File: config.mk
export PLATFORM = sky130hd
export DESIGN_NAME = multicycle_control
export DESIGN_NICKNAME = d
export VERILOG_FILES = /design/src/rtl/mc_pkg.sv /design/src/rtl/mc_wait_timer.sv /design/src/rtl/multicycle_control.sv
export SDC_FILE = /design/constraint.sdc
export NUM_CORES = 1
export LEC_CHECK = 0
export ABC_AREA = 0
export CORE_AREA = 2 2 50 52
export CTS_CLUSTER_SIZE = 14
export DETAILED_ROUTE_END_ITERATION = 10
export DIE_AREA = 0 0 52 54
export PLACE_DENSITY_LB_ADDON = 0.2
export SYNTH_ARGS = -nofsm -noshare
export SYNTH_HDL_FRONTEND = slang
export SYNTH_SLANG_ARGS = --single-unit
File: constraint.sdc
create_clock -name i_clk -period 5.3 [get_ports i_clk]
set_clock_uncertainty 0.2 [all_clocks]
set_input_delay 1.59 -clock i_clk [delete_from_list [all_inputs] [get_ports i_clk]]
set_output_delay 1.59 -clock i_clk [all_outputs]
set_load 0.01 [all_outputs]
File: src/rtl/mc_pkg.sv
// Shared encodings for the multicycle MIPS control FSM: states, opcodes,
// datapath mux selects and fault codes.
package mc_pkg;

  typedef enum logic [3:0] {
    FETCH  = 4'd0,
    DECODE = 4'd1,
    MEMADR = 4'd2,
    MEMRD  = 4'd3,
    MEMWB  = 4'd4,
    MEMWR  = 4'd5,
    EXEC   = 4'd6,
    RWB    = 4'd7,
    BRANCH = 4'd8,
    ADDIEX = 4'd9,
    ADDIWB = 4'd10,
    JUMP   = 4'd11,
    FAULT  = 4'd12
  } stateT;

  localparam logic [5:0] RTYPE = 6'b000000;
  localparam logic [5:0] LW    = 6'b100011;
  localparam logic [5:0] SW    = 6'b101011;
  localparam logic [5:0] BEQ   = 6'b000100;
  localparam logic [5:0] ADDI  = 6'b001000;
  localparam logic [5:0] ADDIU = 6'b001001;
  localparam logic [5:0] J     = 6'b000010;

  localparam logic [1:0] ALU_ADD   = 2'b00;
  localparam logic [1:0] ALU_SUB   = 2'b01;
  localparam logic [1:0] ALU_FUNCT = 2'b10;

  localparam logic [1:0] SRCB_REG   = 2'b00;
  localparam logic [1:0] SRCB_FOUR  = 2'b01;
  localparam logic [1:0] SRCB_IMM   = 2'b10;
  localparam logic [1:0] SRCB_IMMSH = 2'b11;

  localparam logic [1:0] PCSRC_ALU    = 2'b00;
  localparam logic [1:0] PCSRC_ALUOUT = 2'b01;
  localparam logic [1:0] PCSRC_JUMP   = 2'b10;

  localparam logic [1:0] FAULT_NONE    = 2'b00;
  localparam logic [1:0] FAULT_ILLEGAL = 2'b01;
  localparam logic [1:0] FAULT_TIMEOUT = 2'b10;

  // One control word per state; the top gates the strobes during reset.
  typedef struct packed {
    logic       pcWrite;
    logic       pcWriteCond;
    logic       iorD;
    logic       memRead;
    logic       memWrite;
    logic       irWrite;
    logic       regDst;
    logic       memToReg;
    logic       regWrite;
    logic       aluSrcA;
    logic [1:0] aluSrcB;
    logic [1:0] aluOp;
    logic [1:0] pcSource;
    logic       instrDone;
    logic       fault;
  } ctrlT;

  function automatic logic isWaitState(input stateT s);
    return (s == FETCH) || (s == MEMRD) || (s == MEMWR);
  endfunction

endpackage

File: src/rtl/mc_wait_timer.sv
// Counts memory wait cycles within one state and flags when the
// last permitted cycle has been reached.
module mc_wait_timer #(
  parameter int TIMEOUT = 16,
  parameter int CNT_W   = 5
) (
  input  logic i_clk,
  input  logic i_rst_n,
  input  logic i_clear,
  input  logic i_countEn,
  output logic o_expired
);

  localparam logic [CNT_W-1:0] LAST = CNT_W'(TIMEOUT - 1);

  logic [CNT_W-1:0] count;

  always_ff @(posedge i_clk) begin
    if (!i_rst_n || i_clear) begin
      count <= '0;
    end else if (i_countEn && !o_expired) begin
      count <= count + CNT_W'(1);
    end
  end

  assign o_expired = (count == LAST);

endmodule

File: src/rtl/multicycle_control.sv
// Moore control FSM for the shared multicycle MIPS datapath, with memory
// stall handling, access timeout and illegal-opcode trap.
module multicycle_control
  import mc_pkg::*;
#(
  parameter int TIMEOUT = 16,
  parameter int CNT_W   = 5
) (
  input  logic       i_clk,
  input  logic       i_rst_n,
  input  logic [5:0] i_opcode,
  input  logic       i_memReady,
  output logic       o_pcWrite,
  output logic       o_pcWriteCond,
  output logic       o_iorD,
  output logic       o_memRead,
  output logic       o_memWrite,
  output logic       o_irWrite,
  output logic       o_regDst,
  output logic       o_memToReg,
  output logic       o_regWrite,
  output logic       o_aluSrcA,
  output logic [1:0] o_aluSrcB,
  output logic [1:0] o_aluOp,
  output logic [1:0] o_pcSource,
  output logic       o_instrDone,
  output logic       o_fault,
  output logic [1:0] o_faultCode,
  output logic [3:0] o_state
);

  stateT      state, stateNext;
  logic [1:0] faultCodeQ, faultCodeNext;
  logic       timerExpired;
  ctrlT       ctrl;

  // NOTE: state registers use non-blocking assignments so every flop samples
  // the pre-edge values, regardless of process evaluation order.
  always_ff @(posedge i_clk) begin
    if (!i_rst_n) begin
      state      <= FETCH;
      faultCodeQ <= FAULT_NONE;
    end else begin
      state      <= stateNext;
      faultCodeQ <= faultCodeNext;
    end
  end

  // Any state change restarts the count, so each wait state starts from zero.
  mc_wait_timer #(
    .TIMEOUT(TIMEOUT),
    .CNT_W  (CNT_W)
  ) u_waitTimer (
    .i_clk    (i_clk),
    .i_rst_n  (i_rst_n),
    .i_clear  (stateNext != state),
    .i_countEn(isWaitState(state) && !i_memReady),
    .o_expired(timerExpired)
  );

  // NOTE: every variable gets a default before the case so no path through
  // this block leaves one unassigned, which would infer a latch.
  always_comb begin
    stateNext     = state;
    faultCodeNext = FAULT_NONE;
    unique case (state)
      FETCH: begin
        if (i_memReady) begin
          stateNext = DECODE;
        end else if (timerExpired) begin
          stateNext     = FAULT;
          faultCodeNext = FAULT_TIMEOUT;
        end
      end
      DECODE: begin
        case (i_opcode)
          RTYPE:        stateNext = EXEC;
          LW, SW:       stateNext = MEMADR;
          BEQ:          stateNext = BRANCH;
          ADDI, ADDIU:  stateNext = ADDIEX;
          J:            stateNext = JUMP;
          default: begin
            stateNext     = FAULT;
            faultCodeNext = FAULT_ILLEGAL;
          end
        endcase
      end
      MEMADR: stateNext = (i_opcode == LW) ? MEMRD : MEMWR;
      MEMRD: begin
        if (i_memReady) begin
          stateNext = MEMWB;
        end else if (timerExpired) begin
          stateNext     = FAULT;
          faultCodeNext = FAULT_TIMEOUT;
        end
      end
      MEMWR: begin
        if (i_memReady) begin
          stateNext = FETCH;
        end else if (timerExpired) begin
          stateNext     = FAULT;
          faultCodeNext = FAULT_TIMEOUT;
        end
      end
      EXEC:    stateNext = RWB;
      ADDIEX:  stateNext = ADDIWB;
      default: stateNext = FETCH;
    endcase
  end

  always_comb begin
    ctrl = '0;
    case (state)
      FETCH: begin
        ctrl.memRead  = 1'b1;
        ctrl.aluSrcB  = SRCB_FOUR;
        ctrl.aluOp    = ALU_ADD;
        ctrl.pcSource = PCSRC_ALU;
        ctrl.irWrite  = i_memReady;
        ctrl.pcWrite  = i_memReady;
      end
      DECODE: begin
        ctrl.aluSrcB = SRCB_IMMSH;
        ctrl.aluOp   = ALU_ADD;
      end
      MEMADR, ADDIEX: begin
        ctrl.aluSrcA = 1'b1;
        ctrl.aluSrcB = SRCB_IMM;
        ctrl.aluOp   = ALU_ADD;
      end
      MEMRD: begin
        ctrl.memRead = 1'b1;
        ctrl.iorD    = 1'b1;
      end
      MEMWB: begin
        ctrl.memToReg  = 1'b1;
        ctrl.regWrite  = 1'b1;
        ctrl.instrDone = 1'b1;
      end
      MEMWR: begin
        ctrl.memWrite  = 1'b1;
        ctrl.iorD      = 1'b1;
        ctrl.instrDone = i_memReady;
      end
      EXEC: begin
        ctrl.aluSrcA = 1'b1;
        ctrl.aluSrcB = SRCB_REG;
        ctrl.aluOp   = ALU_FUNCT;
      end
      RWB: begin
        ctrl.regDst    = 1'b1;
        ctrl.regWrite  = 1'b1;
        ctrl.instrDone = 1'b1;
      end
      BRANCH: begin
        ctrl.aluSrcA     = 1'b1;
        ctrl.aluSrcB     = SRCB_REG;
        ctrl.aluOp       = ALU_SUB;
        ctrl.pcSource    = PCSRC_ALUOUT;
        ctrl.pcWriteCond = 1'b1;
        ctrl.instrDone   = 1'b1;
      end
      ADDIWB: begin
        ctrl.regWrite  = 1'b1;
        ctrl.instrDone = 1'b1;
      end
      JUMP: begin
        ctrl.pcSource  = PCSRC_JUMP;
        ctrl.pcWrite   = 1'b1;
        ctrl.instrDone = 1'b1;
      end
      default: ctrl.fault = 1'b1;  // FAULT and the unused encodings
    endcase
  end

  // Strobes are held low while reset is asserted, even before the first edge.
  assign o_pcWrite     = i_rst_n & ctrl.pcWrite;
  assign o_pcWriteCond = i_rst_n & ctrl.pcWriteCond;
  assign o_memRead     = i_rst_n & ctrl.memRead;
  assign o_memWrite    = i_rst_n & ctrl.memWrite;
  assign o_irWrite     = i_rst_n & ctrl.irWrite;
  assign o_regWrite    = i_rst_n & ctrl.regWrite;
  assign o_instrDone   = i_rst_n & ctrl.instrDone;
  assign o_fault       = i_rst_n & ctrl.fault;

  assign o_iorD        = ctrl.iorD;
  assign o_regDst      = ctrl.regDst;
  assign o_memToReg    = ctrl.memToReg;
  assign o_aluSrcA     = ctrl.aluSrcA;
  assign o_aluSrcB     = ctrl.aluSrcB;
  assign o_aluOp       = ctrl.aluOp;
  assign o_pcSource    = ctrl.pcSource;

  assign o_faultCode = (o_fault && state == FAULT) ? faultCodeQ : FAULT_NONE;
  assign o_state     = state;

endmodule

==> flow_metrics.tcl, run 1 <==
set metrics [dict create \
    status "finished, final reports clean" \
    preCtsSetupSlack_ps 268 \
    fmax_mhz 199 \
    clk_latency_ps 270 \
    yosysSeqAreaShare_pct 20.1 \
    syn2layout_area_growth_pct 33.3 \
    overflow 0 \
    ys_ff_latch 11 \
    htreeDepth 1 \
    port_buffers 32 \
    placed_cell_area_um2 1440 \
    synth_top_area_share_pct 20.1 \
    drtIter0Drc 39 \
    grt_pass1_wl_um 4590 \
    relSlewSlack_pct 46.7 \
    antenna_found_initial 0 \
    path_clk_slew_ps 80 \
    syn-num-nets 158 \
    synthFlopType "dfxtp_1" \
    gp_congestion 0.851 \
    dp.cells 203 \
    post-route-drc-count 0 \
    cts_buffers 3 \
    seq_power_share_pct 35.3 \
    drv_cap 0 \
    cts.repair.resized 0 \
    drive_above_1_share_pct 11.3 \
    ir_drop_uv 138 \
    yosys_warnings 0 \
    hold_violations 0 \
    intPower_w 0.000171 \
    synth_area_um2 1100 \
    wl_um 2780 \
    yosys.area.top_type "dfxtp_1" \
    crit_type "in2out" \
    fin_cells 207 \
    firstDrtPassIters 4 \
    rsz0062_at_grt "false" \
    die_height_um 54 \
    routedWlPerCell_um 13.4 \
    fillers 218 \
    yosys-top-cells-area "dfxtp_1, nor2_1, nor3_1" \
    synth.distinct_cells 52 \
    min_path_type "reg2reg" \
    p_sw_w 0.0000962 \
    p_leak_nw 0.520 \
    synthCells 147 \
    io_pins 33 \
    startpoint_type "primary input" \
    cellPowerDensity_nw_per_um2 183 \
    fin_ws_ps 263 \
    tightestPinTransition_ps 798 \
    async_reset_ff_share_pct 0 \
    fin_setup_tns_ps 0 \
    synth-compound-area-share_pct 26.7 \
    synthXorXnorAreaFrac_pct 6.50 \
    cts-root-buf "clkbuf_4" \
    fin_crit_sh_pct 95.0 \
    setup_viol 0 \
    synth_edf_count 0 \
    grt_usage_pct 22.0 \
    synth.area.mux_share_pct 2.28 \
    synth-simple-area-share_pct 36.3 \
    grt_pass1_vias 992 \
    cts_setup_buffers 0 \
    antenna_cells 0 \
    synth_fa_ha_area_share_pct 2.28 \
    final_max_slew_viol_count 0 \
    die_w_um 52 \
    layout_common_cells "clkdlybuf4s50_1, nor2_1, nor3_1" \
    dieArea_um2 2810 \
    final_common_cell "clkdlybuf4s50_1" \
    syn_area_per_cell_um2 7.46 \
    end_kind "primary output" \
    crit_required_ps 3510 \
    hold_buffers 0 \
    grt_max_degree 24 \
    final_antenna_net_count 0 \
    final_nets 189 \
    num_rows 18 \
    swShare_pct 36.0 \
    combinationalPowerShare_pct 42.4 \
    vias 1172 \
    fin_area_um2 1460 \
    cts_tree "done" \
    start_util_pct 47.3 \
    core_area_um2 2320 \
    cts.path.max_buffers 2 \
    cp_max_fo 8 \
    clock-sinks 11 \
    vias_per_cell 5.66 \
    dp_hpwl_um 2120 \
    synth_top_family_by_area "simple AND/OR/NAND/NOR gates" \
    min_period_ps 5040 \
    r2r_slack_ps 2810 \
    clkPwrFrac_pct 22.3 \
    power.total_w 0.000267 \
    arrival_ps 3250 \
]
Yosys cell counts, types with 2 or more instances:
| master | number |
|---|---|
| nor2_1 | 18 |
| nor3_1 | 13 |
| dfxtp_1 | 11 |
| a21oi_1 | 10 |
| nand2_1 | 9 |
| nand2b_1 | 7 |
| inv_1 | 6 |
| nor2b_1 | 5 |
| o21ai_0 | 5 |
| buf_2 | 4 |
| clkbuf_1 | 4 |
| o21a_1 | 4 |
| and2_1 | 3 |
| and3_1 | 3 |
| o22ai_1 | 3 |
| xor2_1 | 3 |
| ha_1 | 2 |
| or4_1 | 2 |
| xnor2_1 | 2 |
layer usage:
metal / vias up / share of wire, % / track usage, %
li1: 596 / - / -
met5: - / 0 / 0
met3: 6 / 5.1 / 3.33
met4: 0 / 1.9 / 10.1
met2: 38 / 48 / 36.7
met1: 532 / 45 / 27.9
worst max-delay path, cell delays in order:
cell             delay [ps]
clkdlybuf4s50_1         630
and3_1                  220
nor2b_1                 150
and2_1                  130
clkdlybuf4s50_1         520
per-stage QoR:
stage	hold WS, ps	utilization [%]
final	325	63.1
after global routing	346	63.1
after CTS	325	63.1
after detailed placement	309	61.9
after global placement	309	61.9
after floorplan	291	-
sequential cells by signal, summed over array words and instances, names as in the netlist:
name and count:
o_state 4, u_waitTimer.count 5, faultCodeQ 2
final cells by class:
class	count	area [um^2]	area share, %
clock buffers	3	22.5	1.54
clock inverters	1	5.00	0.342
inverters	6	22.5	1.54
multi-input cells	121	812	55.5
flip-flops and latches	11	220	15.1
well taps	30	37.5	2.57
repair buffers	35	343	23.4
logic make-up after synthesis:
group / count (synthesis)
and+or+nand+nor: 71
AOI/OAI and AO/OA: 40
buffers and inverters: 15
DFF: 11
xor gates and xnor gates: 6
muxes: 2
adders and majority gates: 2
final timing paths:
| path | from | cells past startpoint | to |
|---|---|---|---|
| max | i_rst_n | 5 | o_faultCode[1] |
| min | u_waitTimer.count[4]$_SDFFE_PP0P_ | 2 | u_waitTimer.count[4]$_SDFFE_PP0P_ |
| max reg2reg | o_state[0]$_SDFF_PN0_ | 6 | u_waitTimer.count[0]$_SDFFE_PP0P_ |
| min reg2reg | u_waitTimer.count[4]$_SDFFE_PP0P_ | 2 | u_waitTimer.count[4]$_SDFFE_PP0P_ |
power groups by stage:
| stage | clock (W) | combinational, W | sequential, W |
|---|---|---|---|
| after floorplan | 0 | 0.0000767 | 0.0000925 |
| after global placement | 0 | 0.000112 | 0.0000959 |
| after detailed placement | 0 | 0.000113 | 0.0000961 |
| after CTS | 0.0000601 | 0.000114 | 0.0000941 |
| after global routing | 0.0000668 | 0.000124 | 0.0000952 |
| final | 0.0000595 | 0.000113 | 0.0000944 |
Power figures use the tool's default switching activity.
==> run 2, diff against run 1 <==
Settings changed: PLACE_DENSITY set to 0.85, PLACE_DENSITY_LB_ADDON 0.2 to not set.
==> run 2 against run 1 <==
Compared with the run above:
- utilization did not move
- flip-flop and latch count did not move
- non-clock buffer count did not move
- via count rose by 3.1%
- maximum frequency rose by 1.5%
- hold slack improved by 33 ps
- largest power group unchanged
- clock power fell by 5.5%
- largest cell class unchanged
- total power fell by 0.62%
- worst setup slack improved by 77 ps
==> flow_metrics.tcl, run 2 (synthesis gave the netlist of run 1 again) <==
set metrics [dict create \
    core_area_um2 2320 \
    cts.repair.resized 0 \
    hold_buffers 0 \
    drtIter0Drc 34 \
    r2r_slack_ps 2840 \
    rsz0062_at_grt "false" \
    tightestPinTransition_ps 777 \
    start_util_pct 47.3 \
    cts.path.max_buffers 2 \
    overflow 0 \
    multi_input_area_um2 812 \
    drive_above_1_share_pct 11.3 \
    min_period_ps 4960 \
    dieArea_um2 2810 \
    grt_pass1_wl_um 4490 \
    min_to "u_waitTimer.count[4]$_SDFFE_PP0P_" \
    grt_max_degree 24 \
    antenna_found_initial 0 \
    rr_worst_depth 6 \
    path_clk_slew_ps 70 \
    seqCellArea_um2 220 \
    cts_setup_buffers 0 \
    startpoint_type "primary input" \
    relSlewSlack_pct 48.2 \
    power.total_w 0.000265 \
    cp_max_fo 11 \
    end_kind "primary output" \
    dp_hpwl_um 2240 \
    cts_tree "done" \
    drv_cap 0 \
    final_common_cell "clkdlybuf4s50_1" \
    min_path_type "reg2reg" \
    port_buffers 32 \
    antenna_cells 0 \
    arrival_ps 3170 \
    final_nets 189 \
    hp-start "u_waitTimer.count[4]$_SDFFE_PP0P_" \
    wl_um 2920 \
    num_rows 18 \
    crit_start "i_rst_n" \
    cellPowerDensity_nw_per_um2 181 \
    die_w_um 52 \
    final_antenna_net_count 0 \
    syn2layout_area_growth_pct 33.3 \
    largest_reg_flops 5 \
    post-route-drc-count 0 \
    firstDrtPassIters 4 \
    fin_crit_sh_pct 93.6 \
    crit_type "in2out" \
    vias_per_cell 5.84 \
    largest-register "u_waitTimer.count" \
    final_util_pct 63.1 \
    grt_pass1_vias 1049 \
    setup_viol 0 \
    crit_required_ps 3510 \
    hold_violations 0 \
    layout_common_cells "clkdlybuf4s50_1, nor2_1, nor3_1" \
    worstReg2RegStart "o_state[0]$_SDFF_PN0_" \
    htreeDepth 1 \
    vias 1208 \
    io_pins 33 \
    r2r-end "u_waitTimer.count[4]$_SDFFE_PP0P_" \
    timing.hold.worst_path_depth 2 \
    fin_setup_tns_ps 0 \
    ir_drop_uv 166 \
    clock-sinks 11 \
    gp_congestion 0.914 \
    final_max_slew_viol_count 0 \
    cts_buffers 3 \
    clk_latency_ps 260 \
    cts-root-buf "clkbuf_4" \
    die_height_um 54 \
    grt_usage_pct 20.8 \
    routedWlPerCell_um 14.1 \
    fmax_mhz 202 \
    p_leak_nw 0.520 \
    status "finished, final reports clean" \
    fillers 211 \
]
run 2: cell counts in the layout (fill, tap and decap cells not counted):
No cell type changed its count.
run 2: area by class of cell:
| class | count | area share (%) |
|---|---|---|
| Timing Repair Buffer | 35 | 23.4 |
| Multi-Input combinational cell | 121 | 55.5 |
| Inverter | 6 | 1.54 |
| Tap cell | 30 | 2.57 |
| Clock buffer | 3 | 1.54 |
| Clock inverter | 1 | 0.342 |
| Sequential cell | 11 | 15.1 |
run 2: worst max-delay path by stage:
stage / endpoint / cells past startpoint
finish: o_instrDone / 5
detailed placement: o_faultCode[1] / 5
floorplan: o_pcWrite / 4
CTS: o_faultCode[1] / 5
global route: o_instrDone / 5
global placement: o_instrDone / 5
run 2: layer usage:
layer	routed length, um	global-route usage (%)	vias to the layer above	part of all wire, %
li1	-	-	599	-
met1	1190	27.8	555	41
met2	1490	36.5	54	51
met3	232	1.67	0	8.0
met4	0	3.95	0	0
met5	0	0	-	0
run 2: power breakdown:
group	internal, W	switching, W	leakage [nW]
Sequential	0.0000860	0.00000808	0.0892
Clock	0.0000278	0.0000284	0.0177
Combinational	0.0000569	0.0000582	0.413
run 2: per-stage QoR:
| step | hold WS (ps) | setup slack, ps | std cells | instance area [um^2] |
|---|---|---|---|---|
| global placement | 308 | 411 | 203 | 1440 |
| global route | 376 | 231 | 207 | 1460 |
| floorplan | 291 | 1030 | 147 | 1100 |
| CTS | 348 | 341 | 207 | 1460 |
| detailed placement | 334 | 342 | 203 | 1440 |
| finish | 358 | 340 | 207 | 1460 |
run 2: critical path: stages:
cell	delay [ps]
clkdlybuf4s50_1	550
buf_4	200
o21ai_0	100
nor3_1	170
clkdlybuf4s50_1	560
